**src/rtl/pipe_ctl_pkg.sv**
```systemverilog
// pipe_ctl_pkg
// Shared definitions for the pipeline interlock sequencer.
//   - State encodings RUN / MDWAIT / HALT and the state enum built on them
//   - Default width of the stall-cycle counter
package pipe_ctl_pkg;

  localparam logic [1:0] RUN    = 2'd0;
  localparam logic [1:0] MDWAIT = 2'd1;
  localparam logic [1:0] HALT   = 2'd2;

  localparam int CNT_W_DEFAULT = 16;

  typedef enum logic [1:0] {
    ST_RUN    = RUN,
    ST_MDWAIT = MDWAIT,
    ST_HALT   = HALT
  } state_t;

endpackage

```
**src/rtl/pipe_stall_ctl_if.sv**
```systemverilog
// pipe_stall_ctl_if
// Bundles the hazard/request inputs and the interlock outputs of the
// pipeline stall controller.
//   Inputs to the controller : nostall, imem_rdy, md_start, md_done,
//                              dbg_halt_req, cnt_clr
//   Outputs of the controller: wpcir, id_bubble, md_go, halted, stall_cnt
//   Modports: master = pipeline side driving requests, slave = controller
interface pipe_stall_ctl_if #(
  parameter int CNT_W = pipe_ctl_pkg::CNT_W_DEFAULT
);

  logic             nostall;
  logic             imem_rdy;
  logic             md_start;
  logic             md_done;
  logic             dbg_halt_req;
  logic             cnt_clr;
  logic             wpcir;
  logic             id_bubble;
  logic             md_go;
  logic             halted;
  logic [CNT_W-1:0] stall_cnt;

  modport master (
    output nostall, imem_rdy, md_start, md_done, dbg_halt_req, cnt_clr,
    input  wpcir, id_bubble, md_go, halted, stall_cnt
  );

  modport slave (
    input  nostall, imem_rdy, md_start, md_done, dbg_halt_req, cnt_clr,
    output wpcir, id_bubble, md_go, halted, stall_cnt
  );

endinterface

```
**src/rtl/sat_counter.sv**
```systemverilog
// sat_counter
// Saturating up-counter with synchronous clear.
//   clk   : clock
//   clrn  : asynchronous active-low reset (count -> 0)
//   clr   : synchronous clear, wins over inc
//   inc   : count up by one unless already all-ones
//   count : current value
module sat_counter #(
  parameter int W = 16
) (
  input  logic         clk,
  input  logic         clrn,
  input  logic         clr,
  input  logic         inc,
  output logic [W-1:0] count
);

  // Clear beats increment; once all-ones the count sticks until cleared.
  always_ff @(posedge clk or negedge clrn) begin
    if (!clrn) begin
      count <= '0;
    end else if (clr) begin
      count <= '0;
    end else if (inc && (count != {W{1'b1}})) begin
      count <= count + W'(1);
    end
  end

endmodule

```
**src/rtl/pipe_stall_ctl.sv**
```systemverilog
// pipe_stall_ctl
// Central interlock sequencer for the five-stage pipeline. Merges load-use
// stalls, instruction-memory wait, a multi-cycle mul/div unit and a debug
// halt into one PC/IF-ID write enable (wpcir) and one ID/EX bubble control.
//   clk  : pipeline clock
//   clrn : asynchronous active-low reset
//   bus  : slave side of pipe_stall_ctl_if
//          in : nostall, imem_rdy, md_start, md_done, dbg_halt_req, cnt_clr
//          out: wpcir, id_bubble, md_go (comb), halted, stall_cnt (registered)
module pipe_stall_ctl
  import pipe_ctl_pkg::*;
#(
  parameter int CNT_W = CNT_W_DEFAULT
) (
  input  logic                   clk,
  input  logic                   clrn,
  pipe_stall_ctl_if.slave        bus
);

  state_t           state;
  state_t           state_nxt;
  logic             halted_q;
  logic             wpcir_c;
  logic             md_go_c;
  logic [CNT_W-1:0] stall_cnt;

  // State register; halted mirrors "in HALT" one edge behind the decision.
  always_ff @(posedge clk or negedge clrn) begin
    if (!clrn) begin
      state    <= ST_RUN;
      halted_q <= 1'b0;
    end else begin
      state    <= state_nxt;
      halted_q <= (state_nxt == ST_HALT);
    end
  end

  // Next-state and interlock outputs. RUN checks causes in priority order so
  // a mul/div start or halt is only accepted once fetch and load-use are clear.
  always_comb begin
    state_nxt = state;
    wpcir_c   = 1'b1;
    md_go_c   = 1'b0;
    unique case (state)
      ST_RUN: begin
        if (!bus.imem_rdy) begin
          wpcir_c = 1'b0;
        end else if (!bus.nostall) begin
          wpcir_c = 1'b0;
        end else if (bus.md_start) begin
          // mul/div instruction stays in ID until md_done lets it issue
          md_go_c   = 1'b1;
          wpcir_c   = 1'b0;
          state_nxt = ST_MDWAIT;
        end else if (bus.dbg_halt_req) begin
          wpcir_c   = 1'b0;
          state_nxt = ST_HALT;
        end
      end
      ST_MDWAIT: begin
        if (bus.md_done) begin
          state_nxt = ST_RUN;
        end else begin
          wpcir_c = 1'b0;
        end
      end
      ST_HALT: begin
        // the exit cycle still holds; fetch resumes from RUN next cycle
        wpcir_c = 1'b0;
        if (!bus.dbg_halt_req) begin
          state_nxt = ST_RUN;
        end
      end
      default: begin
        state_nxt = ST_RUN;
      end
    endcase
    // While in reset the outputs look like an idle RUN cycle with no start.
    if (!clrn) begin
      wpcir_c = 1'b1;
      md_go_c = 1'b0;
    end
  end

  sat_counter #(
    .W (CNT_W)
  ) u_stall_cnt (
    .clk   (clk),
    .clrn  (clrn),
    .clr   (bus.cnt_clr),
    .inc   (~wpcir_c),
    .count (stall_cnt)
  );

  assign bus.wpcir     = wpcir_c;
  assign bus.id_bubble = ~wpcir_c;
  assign bus.md_go     = md_go_c;
  assign bus.halted    = halted_q;
  assign bus.stall_cnt = stall_cnt;

endmodule

```
**src/flat_wrapper.sv**
```systemverilog
// flat-port wrapper written by rule: the top's interface ports become plain ports
module pipe_stall_ctl_flat import pipe_ctl_pkg::*;
#(
  parameter int CNT_W = CNT_W_DEFAULT
)
  (clk, clrn, bus_nostall, bus_imem_rdy, bus_md_start, bus_md_done, bus_dbg_halt_req, bus_cnt_clr, bus_wpcir, bus_id_bubble, bus_md_go, bus_halted, bus_stall_cnt);
  pipe_stall_ctl_if #(.CNT_W(CNT_W)) bus_i ();
  input  logic clk;
  input  logic clrn;
  input wire logic [$bits(bus_i.nostall)-1:0] bus_nostall;
  input wire logic [$bits(bus_i.imem_rdy)-1:0] bus_imem_rdy;
  input wire logic [$bits(bus_i.md_start)-1:0] bus_md_start;
  input wire logic [$bits(bus_i.md_done)-1:0] bus_md_done;
  input wire logic [$bits(bus_i.dbg_halt_req)-1:0] bus_dbg_halt_req;
  input wire logic [$bits(bus_i.cnt_clr)-1:0] bus_cnt_clr;
  output wire logic [$bits(bus_i.wpcir)-1:0] bus_wpcir;
  output wire logic [$bits(bus_i.id_bubble)-1:0] bus_id_bubble;
  output wire logic [$bits(bus_i.md_go)-1:0] bus_md_go;
  output wire logic [$bits(bus_i.halted)-1:0] bus_halted;
  output wire logic [$bits(bus_i.stall_cnt)-1:0] bus_stall_cnt;
  assign bus_i.nostall = bus_nostall;
  assign bus_i.imem_rdy = bus_imem_rdy;
  assign bus_i.md_start = bus_md_start;
  assign bus_i.md_done = bus_md_done;
  assign bus_i.dbg_halt_req = bus_dbg_halt_req;
  assign bus_i.cnt_clr = bus_cnt_clr;
  assign bus_wpcir = bus_i.wpcir;
  assign bus_id_bubble = bus_i.id_bubble;
  assign bus_md_go = bus_i.md_go;
  assign bus_halted = bus_i.halted;
  assign bus_stall_cnt = bus_i.stall_cnt;
  pipe_stall_ctl #(.CNT_W(CNT_W)) u_core (.clk(clk), .clrn(clrn), .bus(bus_i));
endmodule
```
**config.mk**
```make
export PLATFORM = sky130hd
export DESIGN_NAME = pipe_stall_ctl_flat
export DESIGN_NICKNAME = d
export VERILOG_FILES = /design/src/rtl/pipe_ctl_pkg.sv /design/src/rtl/pipe_stall_ctl_if.sv /design/src/rtl/sat_counter.sv /design/src/rtl/pipe_stall_ctl.sv /design/src/flat_wrapper.sv
export SDC_FILE = /design/constraint.sdc
export NUM_CORES = 1
export LEC_CHECK = 0
export ABC_AREA = 1
export BUFFER_PORTS_ARGS = -buffer_cell sky130_fd_sc_hd__buf_2
export CORE_ASPECT_RATIO = 1.1
export CORE_MARGIN = 1
export CORE_UTILIZATION = 53
export CTS_CLUSTER_SIZE = 40
export DETAILED_ROUTE_END_ITERATION = 6
export PLACE_DENSITY = 0.79
export SETUP_SLACK_MARGIN = 0.4
export SYNTH_ARGS = -nofsm -noshare
export SYNTH_HDL_FRONTEND = slang
export SYNTH_SLANG_ARGS = --single-unit
```
**constraint.sdc**
```tcl
create_clock -name clk -period 1.6 [get_ports clk]
set_input_delay 0.24 -clock clk [delete_from_list [all_inputs] [get_ports clk]]
set_output_delay 0.24 -clock clk [all_outputs]
set_load 0.005 [all_outputs]
```
# Word level (Yosys, flattened, before mapping)
# Cells that the tools add are included.
[word_totals] reg_bits=19 latchBits=0 mem_bits_rw=0 romBits=0 in_bits=8 out_inout_bits=20 word_cells=33 memories=0
[op_classes] addsub=1 multipliers=0 div=0 magnitude_cmp=0 n_eq_ne=4 n_shift=0 mux=21 bitwise_logic=1 reduce_logical=3
[op_table] op="two-way mux 16 bit" n=2
[op_table] op="adder 16 x 1 -> 16 bit (second input constant)" n=1
[op_table] op="!= test 16 bit (second input constant)" n=1
[op_table] op="two-way mux 2 bit" n=6
[op_table] op="two-way mux 1 bit" n=11
[op_table] op="case mux 2 bit (3 select lines)" n=1
[op_table] op="equality test 2 bit (second input constant)" n=2
[op_table] op="case mux 1 bit (3 select lines)" n=1
[op_table] op="equality test 2 x 1 -> 1 bit (second input constant)" n=1
[op_table] op="zero test 2 bit" n=1
[op_table] op="nonzero test 2 bit" n=1
[op_table] op="logical AND 1 bit" n=1
[op_table] op="NOT 1 bit" n=1

# Logic depth before layout (Yosys ltp)
[depth] word_depth=10 depth_mapped=11 ltp_nobuf=10

# By module
# A second synthesis with hierarchy kept.
[hier_totals] cells_unflattened=169 area_unflattened_um2=1212.4
[by_module_without_submodules] module="sat_counter" instances=1 cells_per_inst=144 area_each_um2=1037.2 seq_area_each_um2=400.4
[by_module_without_submodules] module="pipe_stall_ctl" instances=1 cells_per_inst=25 area_each_um2=175.2 seq_area_each_um2=75.1

# Least setup slack after synthesis
# No wires, ideal clock.
[synth_path] kind="reg-to-reg" start="reg u_core.u_stall_cnt.count[0]" end="reg u_core.u_stall_cnt.count[4]" setup_ns=0.117 arrival_time_ns=1.388 required_ns=1.483 path_slack_ns=0.096 path_stages_with_launch=12 path_buffers=1 synth_period_minus_slack_ns=1.504 path_cell_list="dfrtp_1 -> ha_1 -> nand2_2 -> nor2_4 -> nand2_4 -> inv_2 -> nand3_2 -> nand3_4 -> nand2_4 -> buf_6 -> nand2_1 -> nand2_1"
[synth_via] elab_chain_cells=3 elab_cells_between_ends=6 cone_classes="add/sub: 1; eq/ne: 1; mux: 2; reduce/logical: 2"
[synth_lines] item="from (decl)" line="sat_counter.sv:15" source="output logic [W-1:0] count"
[synth_lines] item="from (signal assigned)" line="sat_counter.sv:25" source="count <= count + W'(1);"
[synth_lines] item="adder 16 x 1 -> 16 bit or != test 16 bit (tied branches)" line="sat_counter.sv:25, sat_counter.sv:24"
[synth_lines] item="two-way mux 16 bit or logical AND 1 bit (tied branches)" line="sat_counter.sv:24" source="end else if (inc && (count != {W{1'b1}})) begin"
[synth_lines] item="two-way mux 16 bit or nonzero test 2 bit (tied branches)"
# Several ways; a longest one is shown, not always the timed one. The select of a mux whose other input is x is not followed.
# A chain may end at the register's enable or synchronous reset.

# Worst setup path in the final report
[layout_path] start="reg u_core.u_stall_cnt.count[1]" end="reg u_core.u_stall_cnt.count[2]"
# The elaborated chain is that of the path after synthesis.

==> qor.txt <==
most common cell in the netlist: nand2_1
Die Ht: 53.7 microns
Post-synth EDFFs: 0
synthesized area: 0.00129 sq mm
cell count after synthesis: 188
first-pass iteration count of the detailed router: 4
Least-Margin Pin Slew: 452 ps
clock sink count: 19
crit start category: flop
vias per cell: 5.63
number of DRC markers in iteration 0: 60
number of top-level pins: 28
synth top area cells: dfrtp_1 37%, nand2_1 17%, nand3_1 12%
CTS Buf Count: 3
pwr dens: 519 mW/mm^2
total track usage: 30.0%
Async SR Flop Fraction: 100%
largest area contributor in the netlist: dfrtp_1
Placed Instance Area: 0.00151 sq mm
Final Critical Period: 1510 ps
ANT cells: 0
Max Clk Rate: 0.664 GHz
CP Max Fanout: 11
core area: 0.00227 sq mm
Post-Route Setup TNS: 0 ps
Ys Warns: 0
Crit path required time: 1810 ps
nets@finish: 247
wire per inst: 14.5 microns
die area: 0.00263 sq mm
antenna-violating nets left: 0
final worst path period share: 94.1%
die width: 49.0 microns
syn_nets: 197
Slew Viols, Final: 0
Clock Pin Slew Worst Setup and Hold Paths: 110 ps
flip-flop and latch count after synthesis: 19
Synth top cells by count: 58 x nand2_1, 35 x nor2_1, 30 x nand3_1
status: completed
first-pass GRT wire length: 5820 microns
Cell variety after synth: 24
Root Buffer: clkbuf_4
Leakage: 0.912 nW
clock buffer depth: 2
# DRC: 0
IO Port Bufs: 27
Core Util, Final: 80.5%
share of cells above drive strength 1: 37.6%
initial core utilization: 56.6%
Setup CP Type: flop to flop
antenna violations before repair: 0
Synth top area share: 36.9%
final hold vios: 0
largest net degree at the start of global routing: 16
GP Congestion: 0.919
Hold WC Path Type: input port to flop
CTS tree: yes
Final setup viols: 0
final instance area: 0.00183 sq mm
Clock Skew: 6.89 ps
Worst Path Arrival: 1710 ps
MaxCap Viol Count: 0
Mean Syn Cell Area: 6.85 sq um
DP Wirelength: 2360 microns
DR vias: 1503
area grow syn2layout: 42.2%
ys flop type: dfrtp_1
RSZ-0062 raised after global routing: true
post-synthesis sequential area ratio: 36.9%
Worst setup EP type: flop
GRT Residual Overflow: 0
Skew-Pair Late Insertion Delay: 320 ps
Slew HR: 69.8%
# rows: 18
Peak supply drop: 0.000536 V
vias in the first global route: 1322
Post-Route WL: 3870 microns
# H-tree levels: 1
## repair_timing
action                                 CTS  global route
setup buffers                            7             3
pin swaps                                5             8
gates resized for setup                 25            17
hold buffers                             2             0
setup endpoints to repair               26            28
endpoints found under the hold margin    4             0
## logic make-up (layout without fill, tap and decap cells)
kind of cell	count (synthesis)	after routing	share of synthesized area [%]
AND/OR/NAND/NOR	140	140	49.7
AO/OA/AOI/OAI	4	4	2.14
XOR/XNOR	5	5	3.40
adder cells (fa/ha/maj)	1	1	0.972
flip-flops	19	19	36.9
buffers and inverters	19	68	6.90
## worst max-delay path: stages (launching register included)
cell and delay [ps]:
dfrtp_1 400, ha_4 170, nand2_4 60, nor2_4 130
nand2_4 70, inv_4 70, nand3_4 70, nand3_4 160
nand2_8 100, nand2_1 100, nand2_1 60
## report_power, final
group	switching (mW)	internal [mW]
registers	0.00894	0.490
clock network	0.163	0.0978
logic	0.111	0.0795
total	0.283	0.668
## stage by stage
step	power (mW)	setup WS [ps]	instances	hold WS (ps)
3_5_place_dp	0.635	60.6	251	109
6_report	0.951	94.9	267	185
5_1_grt	0.984	11.3	267	193
2_1_floorplan	0.581	95.7	188	-55.6
4_1_cts	0.933	147	264	193
3_3_place_gp	0.630	127	251	105
## final cells by class
| class | instances | area (sq um) |
|---|---|---|
| clock buffer | 4 | 26.3 |
| fill | 155 | 444 |
| inverter | 14 | 55.1 |
| multi-input combinational | 150 | 842 |
| sequential | 19 | 482 |
| tap | 30 | 37.5 |
| timing repair buffer | 50 | 388 |
## registers in the layout, summed over array words and instances, names as in the netlist
name	flops
u_core.bus.halted	1
u_core.u_stall_cnt.count	16
u_core.state	2
## placed cells by master (no fill, tap or decap)
master	n
a21o_1	1
buf_12	2
buf_2	22
buf_4	14
buf_6	10
clkbuf_1	1
clkbuf_4	3
dfrtp_1	14
dfrtp_2	5
dlygate4sd3_1	2
ha_4	1
inv_1	11
inv_2	2
inv_4	1
nand2_1	55
nand2_2	4
nand2_4	2
nand2_8	1
nand3_1	19
nand3_2	11
nand3_4	2
nand4_1	5
nor2_1	30
nor2_2	5
nor2_4	3
nor3_1	1
nor3_2	1
nor3b_1	1
o21ai_0	1
o21bai_1	2
xnor2_1	1
xor2_1	4
## worst paths after layout
kind | slack, ps | end | depth (start not counted) | start
max | 90 | u_core.u_stall_cnt.count[2] | 10 | u_core.u_stall_cnt.count[1]
min | 180 | u_core.bus.halted | 3 | bus_dbg_halt_req
max reg2reg | 90 | u_core.u_stall_cnt.count[2] | 10 | u_core.u_stall_cnt.count[1]
min reg2reg | 570 | u_core.bus.halted | 3 | u_core.state[0]
max in group asynchronous | 850 | u_core.u_stall_cnt.count[3] | 3 | clrn
min in group asynchronous | 420 | u_core.state[0] | 2 | clrn
## routing by layer
metal	track usage, %	up-vias	wire length (microns)
met1	34.2	721	1520
met5	0	-	0
met3	3.11	14	251
met4	14.7	0	99
met2	57.2	66	2000
li1	-	702	-
(Power assumes the default switching activity.)
